--- config.mk ---
export PLATFORM = sky130hd
export DESIGN_NAME = seg7_scan_driver_flat
export DESIGN_NICKNAME = d
export VERILOG_FILES = /design/src/rtl/seg7_scan_driver_if.sv /design/src/rtl/seg7_scan_driver.sv /design/src/flat_wrapper.sv
export SDC_FILE = /design/constraint.sdc
export NUM_CORES = 1
export LEC_CHECK = 0
export BUFFER_PORTS_ARGS = -buffer_cell sky130_fd_sc_hd__buf_2
export CAP_MARGIN = 20
export CORE_ASPECT_RATIO = 0.7
export CORE_UTILIZATION = 40
export CTS_CLUSTER_DIAMETER = 150
export DETAILED_ROUTE_END_ITERATION = 12
export GPL_TIMING_DRIVEN = 0
export SYNTH_ARGS = -nofsm -noshare
export SYNTH_HDL_FRONTEND = slang
export SYNTH_SLANG_ARGS = --single-unit
--- constraint.sdc ---
create_clock -name clk -period 2.25 [get_ports clk]
set_clock_uncertainty 0.05 [all_clocks]
set_input_delay 0.45 -clock clk [delete_from_list [all_inputs] [get_ports clk]]
set_output_delay 0.45 -clock clk [all_outputs]
set_load 0.005 [all_outputs]
--- src/rtl/seg7_scan_driver_if.sv ---
// seg7_scan_driver_if
// Load handshake between user logic and the seven-segment scan driver.
//   value       : four hex digits, [3:0] is the rightmost digit
//   dp_in       : decimal point enable per digit, 1 = lit
//   blank_in    : per-digit blank, 1 = anode never asserted
//   lz_suppress : leading-zero suppression enable
//   load        : single-cycle strobe capturing the four fields above
//   pending     : high while captured data waits for the frame boundary
// master = user logic side, slave = display driver side.
interface seg7_scan_driver_if;
    logic [15:0] value;
    logic [3:0]  dp_in;
    logic [3:0]  blank_in;
    logic        lz_suppress;
    logic        load;
    logic        pending;

    modport master (
        output value, dp_in, blank_in, lz_suppress, load,
        input  pending
    );

    modport slave (
        input  value, dp_in, blank_in, lz_suppress, load,
        output pending
    );
endinterface

--- src/rtl/seg7_scan_driver.sv ---
// seg7_scan_driver
// Time-multiplexed driver for a four-digit common-anode seven-segment
// display. Each digit slot starts with a dark guard interval to avoid
// ghosting. New data is captured on load and committed only at the end of
// a frame, so a frame never mixes old and new digits.
// Ports:
//   clk         : master clock
//   reset_n     : asynchronous active-low reset
//   bus         : load handshake (value, dp_in, blank_in, lz_suppress, load, pending)
//   frame_start : one-cycle pulse on the first output cycle of each digit-0 slot
//   an          : anodes, active-low
//   seg         : segments, active-low, [6:0] = g..a, [7] = decimal point
module seg7_scan_driver #(
    parameter int DIGIT_CYCLES = 100000,
    parameter int BLANK_CYCLES = 1000
) (
    input  logic                clk,
    input  logic                reset_n,
    seg7_scan_driver_if.slave   bus,
    output logic                frame_start,
    output logic [3:0]          an,
    output logic [7:0]          seg
);

    localparam int CW = (DIGIT_CYCLES > 2) ? $clog2(DIGIT_CYCLES) : 1;
    localparam logic [CW-1:0] CNT_LAST  = CW'(DIGIT_CYCLES - 1);
    localparam logic [CW-1:0] CNT_GUARD = CW'(BLANK_CYCLES);

    logic [CW-1:0] cnt;
    logic [1:0]    digit;

    logic [15:0] pend_value;
    logic [3:0]  pend_dp;
    logic [3:0]  pend_blank;
    logic        pend_lz;
    logic        pending_q;

    logic [15:0] sh_value;
    logic [3:0]  sh_dp;
    logic [3:0]  sh_blank;
    logic        sh_lz;

    logic        commit;
    logic [3:0]  nib;
    logic [3:0]  suppress;
    logic [3:0]  an_next;
    logic [7:0]  seg_next;

    assign bus.pending = pending_q;
    assign commit      = (cnt == CNT_LAST) && (digit == 2'd3);

    // Active-low hex font, bits g..a.
    function automatic logic [6:0] hex_to_seg(input logic [3:0] h);
        logic [6:0] s;
        case (h)
            4'h0: s = 7'h40;
            4'h1: s = 7'h79;
            4'h2: s = 7'h24;
            4'h3: s = 7'h30;
            4'h4: s = 7'h19;
            4'h5: s = 7'h12;
            4'h6: s = 7'h02;
            4'h7: s = 7'h78;
            4'h8: s = 7'h00;
            4'h9: s = 7'h10;
            4'hA: s = 7'h08;
            4'hB: s = 7'h03;
            4'hC: s = 7'h46;
            4'hD: s = 7'h21;
            4'hE: s = 7'h06;
            default: s = 7'h0E;
        endcase
        return s;
    endfunction

    // Slot counter and digit index; the digit advances when a slot wraps.
    always_ff @(posedge clk or negedge reset_n) begin
        if (!reset_n) begin
            cnt   <= '0;
            digit <= 2'd0;
        end else if (cnt == CNT_LAST) begin
            cnt   <= '0;
            digit <= digit + 2'd1;
        end else begin
            cnt <= cnt + 1'b1;
        end
    end

    // Capture into the pending bank; at the frame boundary move data into
    // the shadow bank. A load landing on the boundary bypasses the pending
    // bank so the very next frame shows it and pending never rises.
    always_ff @(posedge clk or negedge reset_n) begin
        if (!reset_n) begin
            pend_value <= '0;
            pend_dp    <= '0;
            pend_blank <= 4'hF;
            pend_lz    <= 1'b0;
            pending_q  <= 1'b0;
            sh_value   <= '0;
            sh_dp      <= '0;
            sh_blank   <= 4'hF;
            sh_lz      <= 1'b0;
        end else if (commit) begin
            pending_q <= 1'b0;
            if (bus.load) begin
                sh_value <= bus.value;
                sh_dp    <= bus.dp_in;
                sh_blank <= bus.blank_in;
                sh_lz    <= bus.lz_suppress;
            end else if (pending_q) begin
                sh_value <= pend_value;
                sh_dp    <= pend_dp;
                sh_blank <= pend_blank;
                sh_lz    <= pend_lz;
            end
        end else if (bus.load) begin
            pend_value <= bus.value;
            pend_dp    <= bus.dp_in;
            pend_blank <= bus.blank_in;
            pend_lz    <= bus.lz_suppress;
            pending_q  <= 1'b1;
        end
    end

    // A digit is a leading zero when it and every higher nibble are zero;
    // digit 0 always shows so a zero value still reads "0".
    always_comb begin
        suppress    = 4'b0000;
        suppress[3] = sh_lz && (sh_value[15:12] == 4'h0);
        suppress[2] = suppress[3] && (sh_value[11:8] == 4'h0);
        suppress[1] = suppress[2] && (sh_value[7:4] == 4'h0);
    end

    // Next anode/segment pattern for the current (digit, cnt) position.
    // Blanked or unlit positions drive all segments dark as well.
    always_comb begin
        an_next  = 4'hF;
        seg_next = 8'hFF;
        nib      = sh_value[{digit, 2'b00} +: 4];
        if (cnt >= CNT_GUARD && !sh_blank[digit]) begin
            if (suppress[digit]) begin
                seg_next = {~sh_dp[digit], 7'h7F};
                if (sh_dp[digit]) begin
                    an_next[digit] = 1'b0;
                end
            end else begin
                seg_next       = {~sh_dp[digit], hex_to_seg(nib)};
                an_next[digit] = 1'b0;
            end
        end
    end

    // Registered outputs, one cycle behind the slot state.
    always_ff @(posedge clk or negedge reset_n) begin
        if (!reset_n) begin
            an          <= 4'hF;
            seg         <= 8'hFF;
            frame_start <= 1'b0;
        end else begin
            an          <= an_next;
            seg         <= seg_next;
            frame_start <= (digit == 2'd0) && (cnt == '0);
        end
    end

endmodule
--- src/flat_wrapper.sv ---
// flat-port wrapper written by rule: the top's interface ports become plain ports
module seg7_scan_driver_flat 
#(
    parameter int DIGIT_CYCLES = 100000,
    parameter int BLANK_CYCLES = 1000
)
  (clk, reset_n, frame_start, an, seg, bus_value, bus_dp_in, bus_blank_in, bus_lz_suppress, bus_load, bus_pending);
  seg7_scan_driver_if bus_i ();
  input  logic clk;
  input  logic reset_n;
  output logic frame_start;
  output logic [3:0] an;
  output logic [7:0] seg;
  input wire logic [$bits(bus_i.value)-1:0] bus_value;
  input wire logic [$bits(bus_i.dp_in)-1:0] bus_dp_in;
  input wire logic [$bits(bus_i.blank_in)-1:0] bus_blank_in;
  input wire logic [$bits(bus_i.lz_suppress)-1:0] bus_lz_suppress;
  input wire logic [$bits(bus_i.load)-1:0] bus_load;
  output wire logic [$bits(bus_i.pending)-1:0] bus_pending;
  assign bus_i.value = bus_value;
  assign bus_i.dp_in = bus_dp_in;
  assign bus_i.blank_in = bus_blank_in;
  assign bus_i.lz_suppress = bus_lz_suppress;
  assign bus_i.load = bus_load;
  assign bus_pending = bus_i.pending;
  seg7_scan_driver #(.DIGIT_CYCLES(DIGIT_CYCLES), .BLANK_CYCLES(BLANK_CYCLES)) u_core (.clk(clk), .reset_n(reset_n), .bus(bus_i), .frame_start(frame_start), .an(an), .seg(seg));
endmodule
[After elaboration in Yosys (flattened, before gate mapping)]
Memory sizes are Yosys's and may differ from the RTL's.
Cells that the tools add are included.
Storage, ports and cells
  memories kept: 1
  word-level logic and storage cells: 67
  register bits: 83
  ROM bits: 112
  input port bits: 28
  output and inout port bits: 14
Cells by class
  $lt $le $gt $ge: 3
  add/sub/neg operators: 2
  bitwise logic cells: 3
  mux-type cells: 24
  reduce and logical (&&, ||, !) cells: 17
  equality and inequality tests: 2
  shifts and indexed selects: 1
Memory list
  (name not given): words 16, width 7, rd ports 1, clocked after Yosys merged registers in 0, write ports 0, RTL line seg7_scan_driver.sv:55  | case (h)
Operator list (count)
  $mux 16: 2
  $mux 4: 7
  $add 17x1->17 const B: 1
  $eq 17x17->1 const B: 1
  $ge 17x10->1 const B: 1
  $logic_not 17->1: 1
  $mux 17: 1
  $shiftx 16x5->4: 1
  $logic_not 4->1: 3
  $mux 1: 8
  $mux 8: 1
  $logic_and 1x1->1: 7
  $mux 7: 1
  $bmux 1 s2: 3
  $not 4->4: 1
  $reduce_and 2->1: 2
  $reduce_bool 2->1: 2
  $lt 2x3->1 const B: 1
  $add 2x1->2 const B: 1
  $demux 1 s2: 1
  $eq 2x2->1 const B: 1
  $ge 2x1->1 const B: 1
  $logic_not 2->1: 1
  $not 1->1: 2
  $logic_not 1->1: 1

[Logic depth before layout (Yosys ltp)]
Gate-level depths: netlist (run 1).
  word-level depth: 8
  mapped depth: 8
  mapped depth without buffers: 7

[Worst setup path before layout (run 1)]
OpenSTA, ideal clock, no wires.
  kind: flip-flop to flip-flop
  start point: reg u_core.cnt[0]
  end point: reg u_core.pend_dp[0]
  period minus slack after synthesis: 2.229 ns
  setup time: 0.125 ns
  arrival time: 2.055 ns
  stages on the path, launching flop included: 8
  buffers on the path: 2
  path slack: 0.021 ns
  data required time: 2.075 ns
  cell sequence: dfrtp_1 -> ha_1 -> and4_1 -> buf_4 -> nand2_1 -> o41ai_4 -> buf_4 -> mux2_2
On the way
  word-level cells in the longest chain between the ends: 4
RTL lines
  start: declaration: RTL line seg7_scan_driver.sv:29  | logic [CW-1:0] cnt;
  start signal: assignment: RTL line seg7_scan_driver.sv:85  | cnt <= cnt + 1'b1;
  $eq 17x17->1: RTL line seg7_scan_driver.sv:50  | assign commit = (cnt == CNT_LAST) && (digit == 2'd3);
  $logic_and 1x1->1: RTL line seg7_scan_driver.sv:50
  $not 1->1 (no source line)
  $reduce_and 2->1 (no source line)
  end signal: assignment: RTL line seg7_scan_driver.sv:118  | pend_dp <= bus.dp_in;
  end: declaration: RTL line seg7_scan_driver.sv:33  | logic [3:0] pend_dp;
No other way between the ends.
A chain may end at the register's enable or synchronous reset.

[Final worst setup path (run 1)]
  start point: reg u_core.cnt[11]
  end point: reg u_core.sh_value[5]
On the way
  word-level cells in the longest chain between the ends: 3
RTL lines
  $eq 17x17->1: RTL line seg7_scan_driver.sv:50
  $logic_and 1x1->1: RTL line seg7_scan_driver.sv:50
  $reduce_and 2->1 (no source line)
  end signal: assignment: RTL line seg7_scan_driver.sv:106  | sh_value <= bus.value;
  end signal: assignment: RTL line seg7_scan_driver.sv:111  | sh_value <= pend_value;
  end: declaration: RTL line seg7_scan_driver.sv:38  | logic [15:0] sh_value;
No other way between the ends.

==> results.yml, run 1 <==
status:
  status: "completed"
global_routing:
  grt_start_max_net_pins: 47
  grt_pass1_wl_um: 13800
  grt_usage_pct: 16.5
  antenna_found_initial: 0
  grt_pass1_vias: 2645
  grt.overflow.total: 0
worst_setup_path:
  crit_buf_inv: 1
  crit_path_start_kind: "register"
  cp_max_fo: 5
  path_class: "register to register"
  crit_chain: "nor4_4, nand2_2, or4_4, clkbuf_16, mux2_4"
  crit_path_max_incr_delay_ps: 630
  crit_arrival_ps: 2380
  path_depth: 5
  r2r-start: "u_core.cnt[11]"
  cp_top_family: "simple AND/OR/NAND/NOR gates"
  reg2reg_depth: 5
  cp-startpoint: "u_core.cnt[11]"
  cp_slowest_cell: "or4_4"
  required_ps: 2430
  end_kind: "register"
cells_and_area:
  area_growth_pct: 20.3
  final_cells: 505
  nNetsFinal: 413
  diodes: 0
  design_area_um2: 5040
  drive_above_1_share_pct: 51.5
yosys:
  synth_top_family_by_area: "multiplexers"
  synth_nets: 349
  yosysTopAreaCell: "dfrtp_1"
  synth_top_area_share_pct: 37.6
  synth_warnings: 0
  postSynthCellCount: 308
  synth_edf_count: 0
  yosysSeqAreaShare_pct: 50.2
  synth_cell_type_count: 46
  muxShareOfSynthArea_pct: 26.7
  syn_avg_cell_area_um2: 13.6
  ys_seq_elements: 83
  async_flop_share_pct: 100
  yosys_most_used_dff: "dfrtp_1"
  ys_top_cells_by_area: "dfrtp_1 (38%), mux2_2 (16%), dfstp_2 (13%), mux2_4 (7.2%), ha_1 (3.9%)"
  post_synth_xor_area_fraction_pct: 2.93
  syn_area_um2: 4190
  synth-compound-area-share_pct: 3.82
  synthSimpleGateAreaFrac_pct: 8.96
  synthAdderAreaFrac_pct: 3.88
timing:
  maxSlewHeadroom_pct: 58.4
  finalHoldViolCount: 0
  period_needed_ps: 2200
  final-max-slew-violation-count: 0
  fmaxAchievable_ghz: 0.454
  tightest_slew_ps: 623
  period_share_pct: 97.9
  rsz0062_at_grt: "true"
  setup_violations: 0
placed_design:
  portBuffers: 40
  dp_hpwl_um: 5810
  dpl_cell_area_um2: 4580
  placed_cells: 477
  place.gp.congestion: 0.780
clock_tree:
  cts_buffers: 9
  cts_hold_repair.buffers: 0
  insertion_delay_ps: 340
  htree_levels: 3
  path_clk_slew_ps: 60
  clockBufferDepth: 2
  clockRootBuffer: "clkbuf_16"
  cts_tree: "built"
  clock_sinks: 83
die:
  initial_core_util_pct: 42.1
  core_area_um2: 9950
  die-width_um: 124
  fp.dieH_um: 87.6
  die_area_um2: 10900
  io_pins: 42
  fp-row-count: 30
route:
  via_per_inst: 5.15
  vias: 2603
  antenna_left: 0
  wl_per_cell_um: 16.6
  route.detailed.drc: 0
  first_iter_violations: 111
  routed_wl_um: 8370
  dr.pass1.iters: 4
power:
  max-vdd-ir-drop_mv: 0.394
  p_leak_nw: 2.25
  powerDensity_nw_per_um2: 690
run:
  drv_cap: 0
worst_hold_path:
  min_path_type: "input port to asynchronous set/reset pin"
[cells in the final DEF, fill, tap and decap left out, types with 3 or more instances in the layout]
cell / Yosys / final
dfrtp_1: 63 / 62
mux2_2: 58 / 58
buf_2: 2 / 40
mux2_4: 20 / 20
dfstp_2: 20 / 20
buf_4: 3 / 15
nand2_1: 12 / 12
ha_1: 13 / 12
nor2_1: 10 / 10
clkbuf_16: 0 / 10
inv_1: 9 / 8
nand3_1: 8 / 8
xnor2_1: 8 / 8
mux4_2: 6 / 6
clkbuf_1: 7 / 6
xor2_1: 6 / 6
nor3_1: 5 / 5
o2111ai_1: 5 / 5
and4_1: 4 / 4
nand4_1: 4 / 4
a21oi_1: 4 / 4
and3_1: 4 / 4
clkbuf_2: 1 / 3
o211ai_1: 3 / 3
nor4_1: 3 / 3
mux2i_1: 3 / 3
[layer usage]
layer | vias to the layer above | wire [um] | GRT usage (%)
met5 | - | 0 | 0
met4 | 0 | 85 | 5.26
met3 | 10 | 319 | 4.64
met2 | 45 | 3610 | 23.4
met1 | 1305 | 4350 | 24.3
li1 | 1243 | - | -
[area by class of cell]
| type | count | area [um^2] |
|---|---|---|
| flip-flops and latches | 83 | 2100 |
| plain buffers | 15 | 116 |
| repair buffers | 54 | 345 |
| fillers | 856 | 4910 |
| inverters | 9 | 33.8 |
| multi-input cells | 200 | 1950 |
| clock inverters | 4 | 73.8 |
| clock buffers | 12 | 256 |
| well taps | 128 | 160 |
[flip-flops by register name (all words and copies together) (netlist names), 8 cells and up]
| register | count |
|---|---|
| u_core.cnt | 17 |
| u_core.pend_value | 16 |
| u_core.seg | 8 |
| u_core.sh_value | 16 |
[kinds of logic after synthesis]
family,count (synthesis)
AO/OA/AOI/OAI,20
XOR/XNOR,14
adder cells (fa/ha/maj),13
buffers and inverters,25
flip-flops,83
multiplexers,87
AND/OR/NAND/NOR,66
[metrics by stage]
stage	setup TNS, ps	util (%)	setup slack, ps	power (mW)	hold WS (ps)
after detailed placement	-9830	46.1	-370	1.88	404
after global placement	-9880	45.7	-383	1.87	433
final	0	50.7	47.7	3.48	24.5
after floorplan	0	-	20.6	1.78	104
after global routing	-26.2	50.7	-9.09	3.61	57.5
after CTS	0	49.8	18.3	3.52	44.3
[Yosys cell counts, types with 3 or more instances]
library cell	instances
nor3_1	5
mux2_4	20
inv_1	9
a21oi_1	4
and3_1	4
mux2i_1	3
nand2_1	12
and4_1	4
xor2_1	6
ha_1	13
mux2_2	58
xnor2_1	8
clkbuf_1	7
dfrtp_1	63
nand4_1	4
buf_4	3
nor2_1	10
o211ai_1	3
nand3_1	8
mux4_2	6
nor4_1	3
dfstp_2	20
o2111ai_1	5
[final timing paths]
path	slack [ps]	endpoint
setup / recovery	50	u_core.sh_value[5]
hold / removal	20	u_core.cnt[11]
setup reg to reg	50	u_core.sh_value[5]
hold reg to reg	450	u_core.pend_value[8]
max in group asynchronous	1480	u_core.seg[7]
min in group clk	310	u_core.pend_value[0]
[timing repair]
item / in CTS / in global routing
buffers inserted: 5 / 7
endpoints found under the hold margin: 0 / 0
gates resized for setup: 6 / 4
cloned: 0 / 1
pin swaps: 5 / 3
setup endpoints to repair: 54 / 23
[where the power goes]
part	total [mW]	switching, mW	internal [mW]
Sequential	1.60	0.0335	1.56
Combinational	0.259	0.113	0.146
Clock	1.62	0.586	1.03
Note: power is estimated with default switching activity, not from simulation.
==> run 2, diff against run 1 <==
- RECOVER_POWER: unset -> 50
==> results.yml, run 2 (same netlist as run 1, synthesis figures left out) <==
placed_design:
  place.gp.congestion: 0.780
  dp_hpwl_um: 5810
  portBuffers: 40
clock_tree:
  htree_levels: 3
  clockBufferDepth: 2
  path_clk_slew_ps: 60
  cts_tree: "built"
  clockRootBuffer: "clkbuf_16"
  cts_buffers: 9
  clock_sinks: 83
  insertion_delay_ps: 340
global_routing:
  antenna_found_initial: 0
  grt_start_max_net_pins: 47
  grt_pass1_vias: 2645
  grt_usage_pct: 16.5
  grt_pass1_wl_um: 13800
  grt.overflow.total: 0
cells_and_area:
  mostFrequentLayoutCell: "dfrtp_1"
  area_growth_pct: 19.7
  largest_reg_flops: 17
  reg_top3: "u_core.cnt x17, u_core.pend_value x16, u_core.sh_value x16"
  nNetsFinal: 413
  fin_util_pct: 50.4
  diodes: 0
  drive_above_1_share_pct: 51.5
  mostFrequentLayoutCells: "dfrtp_1 (62), mux2_2 (58), buf_2 (41)"
  top_register: "u_core.cnt"
route:
  routed_wl_um: 8380
  vias: 2596
  via_per_inst: 5.14
  route.detailed.drc: 0
  antenna_left: 0
  first_iter_violations: 104
  wl_per_cell_um: 16.6
  dr.pass1.iters: 4
die:
  die-width_um: 124
  die_area_um2: 10900
  core_area_um2: 9950
  fp-row-count: 30
  io_pins: 42
  initial_core_util_pct: 42.1
  fp.dieH_um: 87.6
worst_setup_path:
  r2r-start: "u_core.cnt[11]"
  crit_path_start_kind: "register"
  crit_arrival_ps: 2380
  cp_slowest_cell: "or4_4"
  path_class: "register to register"
  crit_chain: "nor4_4, nand2_2, or4_4, clkbuf_16, mux2_4"
  cp-startpoint: "u_core.cnt[11]"
  required_ps: 2430
  crit_path_max_incr_delay_ps: 630
  cp_max_fo: 5
  end_kind: "register"
timing:
  setup_violations: 0
  period_share_pct: 97.9
  rsz0062_at_grt: "true"
  fmaxAchievable_ghz: 0.454
  final-max-slew-violation-count: 0
  maxSlewHeadroom_pct: 32.7
  fin_setup_tns_ps: 0
  finalHoldViolCount: 0
  period_needed_ps: 2200
  tightest_slew_ps: 1010
power:
  powerDensity_nw_per_um2: 692
  p_leak_nw: 2.24
  total_power_mw: 3.47
  max-vdd-ir-drop_mv: 0.394
status:
  status: "completed"
worst_hold_path:
  min_path_type: "input port to asynchronous set/reset pin"
run:
  drv_cap: 0
==> run 2: layer usage <==
layer,vias up,GRT usage (%),routed length [um]
met5,-,0,0
met4,0,5.26,85
met3,10,4.64,302
met2,44,23.4,3610
met1,1300,24.3,4380
li1,1242,-,-
==> run 2: cell type report <==
cell class                 count  area [um^2]
sequential                    83         2100
multi-input combinational    200         1950
buffer                        15          116
timing repair buffer          54          320
tap                          128          160
inverter                       9         33.8
clock inverter                 4         73.8
fill                         856         4930
clock buffer                  12          256
==> run 2: worst paths after layout <==
| path | cells past startpoint | slack (ps) | endpoint |
|---|---|---|---|
| max in group asynchronous | 2 | 440 | u_core.digit[0] |
| min in group clk | 2 | 310 | u_core.pend_value[0] |
| min reg2reg | 1 | 450 | u_core.pend_value[8] |
| max reg2reg | 5 | 50 | u_core.sh_value[5] |
| max | 5 | 50 | u_core.sh_value[5] |
| min | 1 | 180 | u_core.cnt[11] |
==> run 2: worst max-delay path: cells and delay by family, from the launching register on <==
kind | cells | cell delay, ps
flip-flops | 1 | 420
buffers and inverters | 1 | 200
AND/OR/NAND/NOR | 3 | 1120
multiplexers | 1 | 290
==> run 2: timing repair <==
item	CTS	global route
endpoints found under the setup margin	54	23
setup buffers	5	7
cloned	0	1
hold buffers	0	0
resized for setup	6	4
pin swaps	5	3
==> run 2: through the flow <==
stage               hold WS (ps)  std cells  instance area (um^2)  worst slack (ps)
floorplan                    104        308                  4190              20.6
global route                 262        505                  5010             -9.09
finish                       183        505                  5010              46.3
global placement             433        476                  4550              -383
CTS                         44.3        497                  4960              18.3
detailed placement           404        477                  4580              -370
==> run 2: power breakdown <==
| group | internal, mW | switching, mW | leakage, nW |
|---|---|---|---|
| Combinational | 0.141 | 0.112 | 1.07 |
| Clock | 1.03 | 0.586 | 0.163 |
| Sequential | 1.56 | 0.0334 | 1.01 |
==> run 3, diff against run 2 <==
- CELL_PAD_IN_SITES_DETAIL_PLACEMENT: unset -> 2
- CELL_PAD_IN_SITES_GLOBAL_PLACEMENT: unset -> 2
- CORE_UTILIZATION: 40 -> 37
- PLACE_DENSITY: unset -> 0.83
==> results.yml, run 3 (same netlist as run 1, synthesis figures left out) <==
status:
  status: "completed"
route:
  route.detailed.drc: 0
  routed_wl_um: 11100
  highest_layer: "met4"
  vias: 2772
  wl_met3_um: 387
  wl_per_cell_um: 20.8
  dr.pass1.iters: 4
  antenna_left: 0
  first_iter_violations: 135
  via_per_inst: 5.18
  route.met2.wl_um: 5540
  wl_met1_um: 5040
timing:
  timing.hold.ws_ps: 300
  fmaxAchievable_ghz: 0.447
  maxSlewHeadroom_pct: 48.1
  period_share_pct: 99.5
  rsz0062_at_grt: "true"
  final-max-slew-violation-count: 0
  tightest_slew_ps: 778
  period_needed_ps: 2240
  finalHoldViolCount: 0
  fin_setup_tns_ps: 0
  setup_violations: 0
clock_tree:
  cts_buffers: 9
  htree_levels: 3
  insertion_delay_ps: 350
  clockBufferDepth: 2
  clockRootBuffer: "clkbuf_16"
  clock_sinks: 83
  cts_tree: "built"
  path_clk_slew_ps: 60
worst_setup_path:
  crit_arrival_ps: 2420
  r2r-start: "u_core.cnt[1]"
  end_kind: "register"
  crit_path_start_kind: "register"
  cp_max_fo: 5
  path_class: "register to register"
  required_ps: 2430
  rr_endpoint: "u_core.sh_value[14]"
  rrSetupSlack_ps: 10
  reg2reg_depth: 7
run:
  drv_cap: 0
cells_and_area:
  mostFrequentLayoutCell: "dfrtp_1"
  diodes: 0
  reg_top3: "u_core.cnt x17, u_core.pend_value x16, u_core.sh_value x16"
  regArea_um2: 2100
  largest_reg_flops: 17
  fin_util_pct: 46.4
  mostFrequentLayoutCells: "dfrtp_1 (62), mux2_2 (58), buf_2 (40)"
  multi_input_comb_area_um2: 1990
  final_cells: 535
  area_growth_pct: 21.9
  num-fill-cells: 1087
  drive_above_1_share_pct: 52.6
  nNetsFinal: 418
  top_register: "u_core.cnt"
worst_hold_path:
  hold_end: "u_core.pend_dp[2]"
  min_path_type: "input port to register"
  whs_path_depth: 2
  min-delay-start: "bus_dp_in[2]"
power:
  max-vdd-ir-drop_mv: 0.368
  powerDensity_nw_per_um2: 657
  p_leak_nw: 2.26
  total_power_mw: 3.36
die:
  io_pins: 42
  fp-row-count: 32
  fp.dieH_um: 91.0
  die-width_um: 129
  initial_core_util_pct: 38.1
  core_area_um2: 11000
  die_area_um2: 11800
global_routing:
  grt.overflow.total: 0
  grt_usage_pct: 20.2
  grt_start_max_net_pins: 57
  antenna_found_initial: 0
  grt_pass1_vias: 3054
  grt_pass1_wl_um: 17400
placed_design:
  place.gp.congestion: 0.769
  dp_hpwl_um: 7160
  placed_cells: 502
  portBuffers: 40
[run 3: cell count changes in the layout (fill, tap and decap cells not counted), sizes merged]
cell,change
buf,+3
bufinv,-1
clkbuf,+2
dlygate4sd3,+1
[run 3: report_power, final]
part           total (mW)  switching (mW)  internal (mW)
Sequential           1.60          0.0393           1.56
Combinational       0.279           0.129          0.150
Clock                1.47           0.587          0.888
Total                3.36           0.755           2.60
[run 3: through the flow]
| stage | area, um^2 | setup WS, ps |
|---|---|---|
| 3_3_place_gp | 4580 | -345 |
| 2_1_floorplan | 4190 | 20.6 |
| 3_5_place_dp | 4610 | -419 |
| 6_report | 5110 | 12.3 |
| 5_1_grt | 5110 | -53.7 |
| 4_1_cts | 5020 | 7.19 |
[run 3: timing repair]
action	4_1_cts	5_1_grt
cloned	0	1
hold endpoints to repair	18	0
pin swaps	4	3
setup endpoints to repair	56	31
setup buffers	9	7
gates resized for setup	10	13
hold buffers	1	0
[run 3: worst max path at each step]
stage                          startpoint                   to  slack (ps)  cells past startpoint
after floorplan             u_core.cnt[0]    u_core.pend_dp[0]          20                      7
after global placement      u_core.cnt[0]    u_core.pend_dp[0]        -340                      7
after detailed placement    u_core.cnt[0]    u_core.pend_dp[3]        -420                      7
after CTS                   u_core.cnt[1]  u_core.sh_value[12]           7                      8
after global routing      u_core.digit[0]        u_core.seg[1]         -50                      8
final                       u_core.cnt[1]  u_core.sh_value[14]          10                      7
[run 3: routing by layer]
layer	vias up	global-route usage (%)
met5	-	0
li1	1249	-
met2	49	32.4
met4	0	7.25
met3	14	4.36
met1	1460	26.9
[run 3: final cells by class]
| type | instances | share of cell area, % |
|---|---|---|
| clock inverter | 3 | 0.784 |
| clock buffer | 13 | 4.90 |
| sequential | 83 | 41.2 |
| buffer | 15 | 2.35 |
| tap | 153 | 3.75 |
| multi-input combinational | 200 | 38.9 |
| timing repair buffer | 59 | 7.42 |
| inverter | 9 | 0.710 |
[run 3: critical path: stages (launching register included)]
cell and delay (ps):
dfrtp_1 400, ha_4 150, and4_1 200, buf_6 120
nand3_4 80, or4_4 620, clkbuf_16 210, mux2_4 290
